==> config.mk <==
export PLATFORM = sky130hd
export DESIGN_NAME = dm_port_arbiter
export DESIGN_NICKNAME = d
export VERILOG_FILES = /design/src/rtl/dm_port_arbiter.sv
export SDC_FILE = /design/constraint.sdc
export NUM_CORES = 1
export LEC_CHECK = 0
export CORE_MARGIN = 4
export CORE_UTILIZATION = 40
export CTS_BUF_LIST = sky130_fd_sc_hd__clkbuf_4
export CTS_CLUSTER_DIAMETER = 80
export DETAILED_ROUTE_END_ITERATION = 10
export PLACE_DENSITY = 0.77
export SYNTH_ARGS = -nofsm -noshare
export SYNTH_HDL_FRONTEND = slang
export SYNTH_SLANG_ARGS = --single-unit
==> constraint.sdc <==
create_clock -name clk -period 1.9 [get_ports clk]
set_input_delay 0.38 -clock clk [delete_from_list [all_inputs] [get_ports clk]]
set_output_delay 0.38 -clock clk [all_outputs]
set_load 0.01 [all_outputs]
==> src/rtl/dm_port_arbiter.sv <==
// Purpose: round-robin arbiter sharing one single-port data memory between m0 (CPU) and m1 (loader).
// Latency: grant to rvalid is MEM_LAT+1 cycles, or 1 cycle for a misaligned/reserved-size request.
// Backpressure: requests wait with fields held until gnt; no grant while an access or response is in flight.
// Optional: define DM_ARB_LOG_EN to print every store as the merged post-write word.
module dm_port_arbiter #(
    parameter int ADDR_W  = 14,
    parameter int MEM_LAT = 1
) (
    input  logic              clk,
    input  logic              reset,
    input  logic              m0_req,
    input  logic              m0_we,
    input  logic [1:0]        m0_size,
    input  logic [ADDR_W-1:0] m0_addr,
    input  logic [31:0]       m0_wdata,
    output logic              m0_gnt,
    output logic              m0_rvalid,
    output logic              m0_err,
    output logic [31:0]       m0_rdata,
    input  logic              m1_req,
    input  logic              m1_we,
    input  logic [1:0]        m1_size,
    input  logic [ADDR_W-1:0] m1_addr,
    input  logic [31:0]       m1_wdata,
    output logic              m1_gnt,
    output logic              m1_rvalid,
    output logic              m1_err,
    output logic [31:0]       m1_rdata,
    output logic              mem_en,
    output logic              mem_we,
    output logic [3:0]        mem_be,
    output logic [ADDR_W-1:0] mem_addr,
    output logic [31:0]       mem_wdata,
    input  logic [31:0]       mem_rdata
);

    typedef enum logic [1:0] {IDLE, ACCESS, RESP} state_t;

    localparam logic [2:0] LAT_M1 = 3'(MEM_LAT - 1);

    state_t            state;
    state_t            state_nx;
    logic              last;       // master served most recently
    logic              cur;        // master owning the current transaction
    logic              cap_we;
    logic [1:0]        cap_size;
    logic [ADDR_W-1:0] cap_addr;
    logic [31:0]       cap_wdata;
    logic              cap_err;
    logic [2:0]        cnt;
    logic [31:0]       rdata0_q;
    logic [31:0]       rdata1_q;

    logic              pick;
    logic              grant;
    logic              sel_we;
    logic [1:0]        sel_size;
    logic [ADDR_W-1:0] sel_addr;
    logic [31:0]       sel_wdata;
    logic              sel_err;
    logic              last_cyc;
    logic [31:0]       shifted;
    logic [31:0]       load_val;

    // reserved size, or a half/word access not naturally aligned
    function automatic logic misaligned(input logic [1:0] sz, input logic [1:0] lo);
        logic bad;
        bad = 1'b0;
        case (sz)
            2'd1:    bad = lo[0];
            2'd2:    bad = 1'b1;
            2'd3:    bad = (lo != 2'b00);
            default: bad = 1'b0;
        endcase
        return bad;
    endfunction

    // arbitration: on a tie the master not served last wins
    always_comb begin
        pick      = (m0_req && m1_req) ? ~last : m1_req;
        grant     = (state == IDLE) && (m0_req || m1_req) && !reset;
        sel_we    = pick ? m1_we    : m0_we;
        sel_size  = pick ? m1_size  : m0_size;
        sel_addr  = pick ? m1_addr  : m0_addr;
        sel_wdata = pick ? m1_wdata : m0_wdata;
        sel_err   = misaligned(sel_size, sel_addr[1:0]);
        last_cyc  = (state == ACCESS) && (cnt == 3'd0);
    end

    // load data: right-justify the addressed lanes and zero the rest
    always_comb begin
        shifted  = mem_rdata >> {cap_addr[1:0], 3'b000};
        load_val = 32'd0;
        case (cap_size)
            2'd0:    load_val = {24'd0, shifted[7:0]};
            2'd1:    load_val = {16'd0, shifted[15:0]};
            default: load_val = shifted;
        endcase
    end

    // state register
    always_ff @(posedge clk) begin
        if (reset) begin
            state <= IDLE;
        end else begin
            state <= state_nx;
        end
    end

    // next-state logic; errored requests bypass the memory entirely
    always_comb begin
        state_nx = state;
        case (state)
            IDLE:    if (grant) state_nx = sel_err ? RESP : ACCESS;
            ACCESS:  if (cnt == 3'd0) state_nx = RESP;
            RESP:    state_nx = IDLE;
            default: state_nx = IDLE;
        endcase
    end

    // request capture, access countdown and per-master response data
    always_ff @(posedge clk) begin
        if (reset) begin
            last      <= 1'b1;
            cur       <= 1'b0;
            cap_we    <= 1'b0;
            cap_size  <= 2'd0;
            cap_addr  <= '0;
            cap_wdata <= 32'd0;
            cap_err   <= 1'b0;
            cnt       <= 3'd0;
            rdata0_q  <= 32'd0;
            rdata1_q  <= 32'd0;
        end else begin
            if (grant) begin
                last      <= pick;
                cur       <= pick;
                cap_we    <= sel_we;
                cap_size  <= sel_size;
                cap_addr  <= sel_addr;
                cap_wdata <= sel_wdata;
                cap_err   <= sel_err;
                cnt       <= LAT_M1;
                if (sel_err) begin
                    if (pick) rdata1_q <= 32'd0;
                    else      rdata0_q <= 32'd0;
                end
            end
            if ((state == ACCESS) && (cnt != 3'd0)) begin
                cnt <= cnt - 3'd1;
            end
            if (last_cyc) begin
                if (cur) rdata1_q <= cap_we ? 32'd0 : load_val;
                else     rdata0_q <= cap_we ? 32'd0 : load_val;
            end
        end
    end

    // outputs: grant/response strobes and the memory-side drive during ACCESS
    always_comb begin
        m0_gnt    = grant && !pick;
        m1_gnt    = grant && pick;
        m0_rvalid = (state == RESP) && !cur;
        m1_rvalid = (state == RESP) && cur;
        m0_err    = m0_rvalid && cap_err;
        m1_err    = m1_rvalid && cap_err;
        m0_rdata  = rdata0_q;
        m1_rdata  = rdata1_q;
        mem_en    = 1'b0;
        mem_we    = 1'b0;
        mem_be    = 4'b0000;
        mem_addr  = '0;
        mem_wdata = 32'd0;
        if (state == ACCESS) begin
            mem_en   = 1'b1;
            mem_we   = cap_we;
            mem_addr = {cap_addr[ADDR_W-1:2], 2'b00};
            case (cap_size)
                2'd0: begin
                    mem_be    = 4'b0001 << cap_addr[1:0];
                    mem_wdata = {4{cap_wdata[7:0]}};
                end
                2'd1: begin
                    mem_be    = cap_addr[1] ? 4'b1100 : 4'b0011;
                    mem_wdata = {2{cap_wdata[15:0]}};
                end
                2'd3: begin
                    mem_be    = 4'b1111;
                    mem_wdata = cap_wdata;
                end
                default: begin
                    mem_be    = 4'b0000;
                    mem_wdata = 32'd0;
                end
            endcase
        end
    end

`ifdef DM_ARB_LOG_EN
    logic [31:0] merged;

    // word as it will read back after the store: old lanes kept where disabled
    always_comb begin
        merged = mem_rdata;
        for (int k = 0; k < 4; k++) begin
            if (mem_be[k]) merged[8*k +: 8] = mem_wdata[8*k +: 8];
        end
    end

    // store trace on the final access cycle
    always_ff @(posedge clk) begin
        if (!reset && last_cyc && cap_we) begin
            $display("%d@m%0d: *%h <= %h", $time, cur, mem_addr, merged);
        end
    end
`else
    // store trace disabled
`endif

endmodule
Word-level counts from Yosys, hierarchy flattened
Cells that the tools add are included.

Output and inout port bits: 122. Memories kept: 0. Bits in read-only memories: 0. RAM bits: 0. Bits in latches: 0. Bits of input ports: 134. Bits in registers: 121. Logic and storage cells: 78.

Shift-type cells: 2. $lt $le $gt $ge: 0. Bitwise operators: 1. Equal/unequal tests: 9. Muxes and demuxes: 32. Multipliers: 0. $add $sub $neg: 1. Reductions and logical operators: 22. Divide/modulo/power cells: 0.

Operators with widths (count): 32-bit 2-to-1 mux (13); 32-bit one-hot mux with 3 select lines (1); 32-bit one-hot mux with 2 select lines (1); 32-bit by 5-bit >> shifter with 32-bit output (1); 14-bit 2-to-1 mux (2); 4-bit one-hot mux with 3 select lines (1); 1-bit logical AND (11); 2-bit == test, second input constant (4); 2-bit 2-to-1 mux (4); 4-bit 2-to-1 mux (2); 2-bit by 1-bit == test with 1-bit output, second input constant (3); 3-bit 2-to-1 mux (2); 2-bit zero test (2); 1-bit 2-to-1 mux (4); 2-bit one-hot mux with 2 select lines (1); 2-bit nonzero test (2); 1-bit by 2-bit left shift with 4-bit output, first input constant (1); 1-bit zero test (3); 3-bit zero test (1); 1-bit one-hot mux with 3 select lines (1); 3-bit nonzero test (1); 3-bit by 1-bit subtractor with 3-bit output, second input constant (1); 2-bit by 1-bit != test with 1-bit output, second input constant (1); 2-bit != test, second input constant (1); other kinds (3) (3).

Depth between registers and ports, before layout
Gate-level depths: netlist of run 1.

Depth after elaboration: 9. Depth in mapped cells: 7. Depth with buffers taken out: 6.

Worst setup path before layout of run 1
No wires, ideal clock.

Path type: register -> output. Start: register cap_addr[0]. End: output port mem_be[1]. Buffers on the path: 3. Setup slack: 0.198 ns. Arrival time: 1.322 ns. Data required time: 1.520 ns. Stages on the path, launching flop included: 6. Cells stage by stage: dfxtp_1 > buf_2 > buf_1 > buf_2 > a21oi_1 > nor2_1.

Word-level cells in the longest chain between the ends: 3.

Ends and longest elaborated chain: start, declared (line 47) `logic [ADDR_W-1:0] cap_addr;`; start signal, assigned (line 140) `cap_addr <= sel_addr;`; 1-bit by 2-bit left shift with 4-bit output (line 180) `mem_be = 4'b0001 << cap_addr[1:0];`; 4-bit one-hot mux with 3 select lines (line 178) `case (cap_size)`; 4-bit 2-to-1 mux (line 174) `if (state == ACCESS) begin`; end, declared (line 31) `output logic [3:0] mem_be,`.

No other way between the ends.

Worst setup path in the final report of run 1
Start: register cap_size[0]. End: output port mem_wdata[26].

Word-level cells in the longest chain between the ends: 3. Elaborated cells between the ends (all ways): 5. Classes of those cells: eq/ne (2); mux (2); reduce/logical (1).

Ends and longest elaborated chain: start, declared (line 46) `logic [1:0] cap_size;`; start signal, assigned (line 139) `cap_size <= sel_size;`; 2-bit == test, or another cell as far along (line 178); 32-bit one-hot mux with 3 select lines (*) (line 178); 32-bit 2-to-1 mux (*) (line 174); end, declared (line 33) `output logic [31:0] mem_wdata,`.

Every way passes the cells marked *; elsewhere a longest branch is shown, timed or not.

==> results of run 1 <==
cell families after synthesis:
group	count (synthesis)
AO/OA/AOI/OAI	188
XOR/XNOR	1
adder cells (fa/ha/maj)	2
buffers and inverters	63
flip-flops	121
multiplexers	17
other	1
AND/OR/NAND/NOR	281
placed cells by master, fill, tap and decap left out, types with 15 or more instances in the layout:
cell	count
a21oi_2	15
a22o_1	50
a311oi_1	49
and2_4	22
buf_2	25
buf_4	71
buf_6	38
clkbuf_4	17
clkdlybuf4s50_1	163
dfxtp_1	113
dlymetal6s2s_1	33
nand2_1	107
nor2_1	76
o2bb2ai_1	15
layer usage:
layer,wire [um],vias up,share of wire
met3,2182,45,0.099
met1,8274,2983,0.37
met4,795,0,0.036
met5,0,-,0
li1,-,3051,-
met2,10870,321,0.49
worst max-delay path, cell delays in order (launching register included):
cell and delay [ps]:
dfxtp_4 400, buf_12 140, buf_16 130, buf_4 130, a31oi_2 210, nor2_1 80
buf_2 160
synthesized netlist by cell type, types with 3 or more instances:
cell,n,area (sq um)
a211oi_1,8,60.06
a21oi_1,27,135.1
a22o_1,50,437.9
a22oi_1,9,67.56
a311oi_1,49,429.2
a31oi_1,8,50.05
and2_1,32,200.2
buf_2,18,90.09
buf_6,8,90.09
clkbuf_1,28,105.1
dfxtp_1,121,2422
inv_1,3,11.26
mux2_2,8,90.09
mux2i_1,9,90.09
nand2_1,116,435.4
nand2b_1,11,68.82
nand3_1,3,15.01
nor2_1,91,341.6
nor2_2,3,18.77
nor2b_1,9,56.30
nor3_1,6,30.03
o21ai_0,9,45.04
o2bb2ai_1,15,131.4
stage by stage:
| stage | setup TNS (ps) | instances | cell area, sq um | setup WS [ps] |
|---|---|---|---|---|
| after detailed placement | -23860 | 1123 | 8837 | -303.9 |
| after floorplan | 0 | 675 | 5694 | 197.6 |
| after global routing | -10670 | 1182 | 9912 | -357.0 |
| after CTS | -6771 | 1174 | 9554 | -240.5 |
| final | -6526 | 1182 | 9912 | -278.0 |
| after global placement | -19690 | 1123 | 8837 | -278.6 |
power by group:
group | switching, mW | total, mW | internal [mW]
logic | 1.14 | 2.40 | 1.25
registers | 0.184 | 2.92 | 2.73
clock network | 1.10 | 2.04 | 0.940
area by class of cell:
class,count,area (sq um)
inverters,5,28.78
repair buffers,351,3546
flip-flops and latches,121,2440
clock inverters,15,192.7
clock buffers,17,127.6
well taps,180,225.2
diodes,1,2.502
fillers,1065,3969
multi-input cells,492,3349
timing repair:
action / CTS / global route
setup endpoints to repair: 56 / 106
gates cloned: 6 / 1
pin swaps: 46 / 35
resized for setup: 340 / 87
setup buffers: 14 / 6
worst min-delay path by stage:
stage / slack (ps) / end / start
after detailed placement: 450 / m1_rdata[10] / m1_rdata[10]
after global routing: 210 / cap_addr[2] / reset
final: 250 / cap_addr[2] / reset
after global placement: 440 / m1_rdata[10] / m1_rdata[10]
after floorplan: 440 / cnt[0] / cnt[0]
after CTS: 210 / cap_addr[2] / reset
registers in the layout, indices dropped and copies added, names as in the netlist:
register   cells
cap_wdata     32
m0_rdata      32
m1_rdata      32
cap_addr      14
cnt            3
cap_size       2
state          2
cap_err        1
cap_we         1
cur            1
last           1
==> flow_summary.yaml, run 1 <==
critical_path:
  cp_max_fo: 6
  startpoint: "cap_size[0]"
  required_ps: 1520
  r2r-start: "cap_size[0]"
  cp_data_arrival_time_ps: 1800
  setup.worst_path.end: "mem_wdata[26]"
  r2r-end: "m0_rdata[8]"
  r2r_cells: 11
  ff2ff_setup_slack_ps: 60
  cp-end-kind: "output pin"
  path_class: "reg2out"
  critPathLaunchType: "register"
synthesis:
  synth-simple-area-share: 0.2183
  synth_compound_area_frac: 0.2603
  synthesis.instances: 674
  synth-edff-count: 0
  yosysUniqueCellTypes: 49
  synth_top_family_by_area: "compound AO/OA/AOI/OAI gates"
  syn_area_per_cell_sq_um: 8.443
  synthMuxAreaShare: 0.03166
  yosysWarnings: 0
  synthXorXnorAreaFrac: 0.001539
  synthAdderAreaFrac: 0.004398
  synthArstFlopShare: 0
  syn_area_sq_mm: 0.005690
  ys_ff_latch: 121
  synth_ff_type: "dfxtp_1"
  yosysSeqAreaShare: 0.4257
global_route:
  grt.total_usage: 0.2636
  grt_use_met2: 0.4497
  grt_first_pass_wirelength_um: 33780
  antenna_found_initial: 1
  grt-busiest-layer: "met2"
  grt_use_met3: 0.09114
  grt_max_degree: 47
  grt_pass1_vias: 6285
  grtUsageMet1: 0.2984
  grt-ovfl-total: 0
clock_network:
  htreeDepth: 4
  clockBufferDepth: 2
  ctsHoldBuffers: 0
  cts_tree: "built"
  cts_made_buffers: 17
  clockRootBuffer: "clkbuf_4"
  clk_latency_ps: 550
  clkTransAtPathRegs_ps: 120
  cts.sinks: 121
place:
  numPortBuffers: 253
  dp.final_hpwl_um: 15770
  gp_congestion: 0.8241
route:
  ant_nets: 0
  drtIter0Drc: 483
  avgRoutedWirePerCell_um: 18.71
  first_pass_iters: 5
  drc_errors: 0
  vias: 6400
  viasPerCell: 5.415
  wirelength_um: 22120
floorplanning:
  core_sq_mm: 0.01388
  initial_core_util: 0.4100
  chipWidth_um: 127.3
  floorplan.rows: 43
  num_io_pins: 256
  die_height_um: 127.3
  die-area_sq_mm: 0.01620
sta:
  period_needed_ps: 2178
  finalSetupViolCount: 48
  drv_slew: 0
  whs_ps: 251.2
  worst_slew_pin_slew_ps: 515.6
  hold_violations: 0
  worst_slack_ps: -278.0
  fin_worst_skew_ps: 13.49
  relSlewSlack: 0.6563
  rsz0062_at_grt: "yes"
  finalCritPeriodShare: 1.146
  clock.fmax_mhz: 459.1
status:
  violations: "negative setup slack"
  status: "complete, but fails checks"
power_and_ir_drop:
  p_leak_nw: 4.549
  totalPowerFinal_mw: 7.353
  p_per_area_mw_per_mm2: 741.8
  vdd_drop_max_uv: 451.6
min_path:
  hold_depth: 3
  min_path_type: "in2reg"
finish:
  syn_to_final_growth_pct: 74.19
  drive_gt1_frac: 0.3007
  fin_util: 0.7141
  nNetsFinal: 1124
flow_run:
  maxCapViolCount: 0
No activity file was read; power rests on OpenSTA's default activity.
==> run 2, diff against run 1 <==
GPL_TIMING_DRIVEN = 0   (was not set)
REMOVE_ABC_BUFFERS = 1   (was not set)
clock period = 2.5 ns   (was 1.9 ns; I/O delays follow)
==> run 2 against run 1 <==
Net effect:
- the run now ends clean
- hold slack improved by 150 ps
- combinational power fell by 43%
- sequential cell count did not move
==> flow_summary.yaml, run 2 (synthesis results as in run 1) <==
power_and_ir_drop:
  p_per_area_mw_per_mm2: 576.4
  vdd_drop_max_uv: 310.3
  totalPowerFinal_mw: 5.111
  p_leak_nw: 3.636
clock_network:
  htreeDepth: 4
  clk_latency_ps: 570
  cts_made_buffers: 17
  cts.sinks: 121
  ctsHoldBuffers: 0
  clockRootBuffer: "clkbuf_4"
  clockBufferDepth: 2
  clkTransAtPathRegs_ps: 120
  cts_tree: "built"
critical_path:
  critPathLaunchType: "register"
  crit_buf_inv: 2
  r2r-start: "state[1]"
  cpPeakStageDelay_ps: 450
  path_class: "reg2out"
  cp-end-kind: "output pin"
  startpoint: "cap_size[1]"
  crit_family: "buffers and inverters"
  path_cells: "inv_2 > o21a_4 > and2_1 > dlygate4sd2_1"
  cp_slowest_cell: "dfxtp_4"
  cp_data_arrival_time_ps: 1910
  cp_max_fo: 12
  required_ps: 2000
global_route:
  grt_max_degree: 87
  grt_pass1_vias: 5665
  antenna_found_initial: 2
  grt_first_pass_wirelength_um: 31950
  grt-ovfl-total: 0
  grt.total_usage: 0.2546
route:
  first_pass_iters: 7
  wirelength_um: 21360
  viasPerCell: 5.398
  drtIter0Drc: 516
  avgRoutedWirePerCell_um: 19.24
  vias: 5992
  ant_nets: 0
  drc_errors: 0
sta:
  setup_tns_ps: 0
  worst_slew_pin_slew_ps: 881.7
  rsz0062_at_grt: "no"
  period_needed_ps: 2408
  finalSetupViolCount: 0
  worst_slack_ps: 91.68
  hold_violations: 0
  fin_worst_skew_ps: 24.69
  relSlewSlack: 0.4087
  clock.fmax_mhz: 415.2
  drv_slew: 0
  finalCritPeriodShare: 0.9633
floorplanning:
  die_height_um: 127.3
  die-area_sq_mm: 0.01620
  floorplan.rows: 43
  num_io_pins: 256
  initial_core_util: 0.4100
  chipWidth_um: 127.3
  core_sq_mm: 0.01388
finish:
  syn_to_final_growth_pct: 55.80
  final_common_cell: "clkdlybuf4s50_1"
  nNetsFinal: 1051
  final_cell_mix: "clkdlybuf4s50_1 (201), nand2_1 (115), dfxtp_1 (113), nor2_1 (88), a22o_1 (50)"
  drive_gt1_frac: 0.1228
  fin_util: 0.6387
  design_area_sq_mm: 0.008866
place:
  dp.final_hpwl_um: 14730
  gp_congestion: 0.8148
  pre_cts_ws_ps: -857.2
  placedInstanceArea_sq_mm: 0.008309
  numPortBuffers: 253
min_path:
  min_path_type: "in2reg"
  worstHoldStart: "reset"
status:
  status: "complete, no violations"
flow_run:
  maxCapViolCount: 0
run 2: changes by cell type in the layout (fill, tap and decap cells not counted), sizes merged:
cell and delta:
diode +1, dlygate4sd2 +27, clkbuf +3, dlymetal6s2s -23
clkinv +3, nand2b +1, clkdlybuf4s15 +3, a21boi +1
buf -123, inv -3, clkdlybuf4s50 +38
run 2: layer usage:
layer  global-route usage  up-vias  share of wire
met5                    0        -        0.00084
li1                     -     2903              -
met2               0.4388      301           0.49
met1               0.2981     2759           0.39
met4              0.07697        2          0.017
met3              0.08863       27           0.10
run 2: metrics by stage:
step,hold slack [ps],cells
detailed placement,447.2,1056
finish,399.1,1110
global placement,442.6,1050
global route,389.2,1110
floorplan,437.5,617
CTS,354.3,1106
run 2: worst paths after layout:
path	endpoint	slack (ps)	cells past startpoint
worst max register to register	m0_rdata[30]	240	5
worst min-delay path	cap_wdata[14]	400	2
worst min register to register	m1_rdata[9]	470	1
worst max-delay path	mem_wdata[3]	90	4
run 2: report_power, final:
group          total, mW  switching, mW  internal (mW)
Clock               1.50          0.807          0.695
Combinational       1.36          0.699          0.659
Sequential          2.25          0.172           2.08
run 2: timing repair:
action,in CTS,in global routing
endpoints found under the setup margin,116,46
buffers inserted,16,1
resized for setup,85,41
pin swaps,2,0
cloned,2,1
run 2: final cells by class:
cell class | count | area [sq um]
clock inverters | 15 | 176.4
fillers | 1243 | 5015
clock buffers | 17 | 127.6
inverters | 5 | 31.28
well taps | 180 | 225.2
repair buffers | 276 | 2751
flip-flops and latches | 121 | 2450
diodes | 2 | 5.005
multi-input cells | 494 | 3099
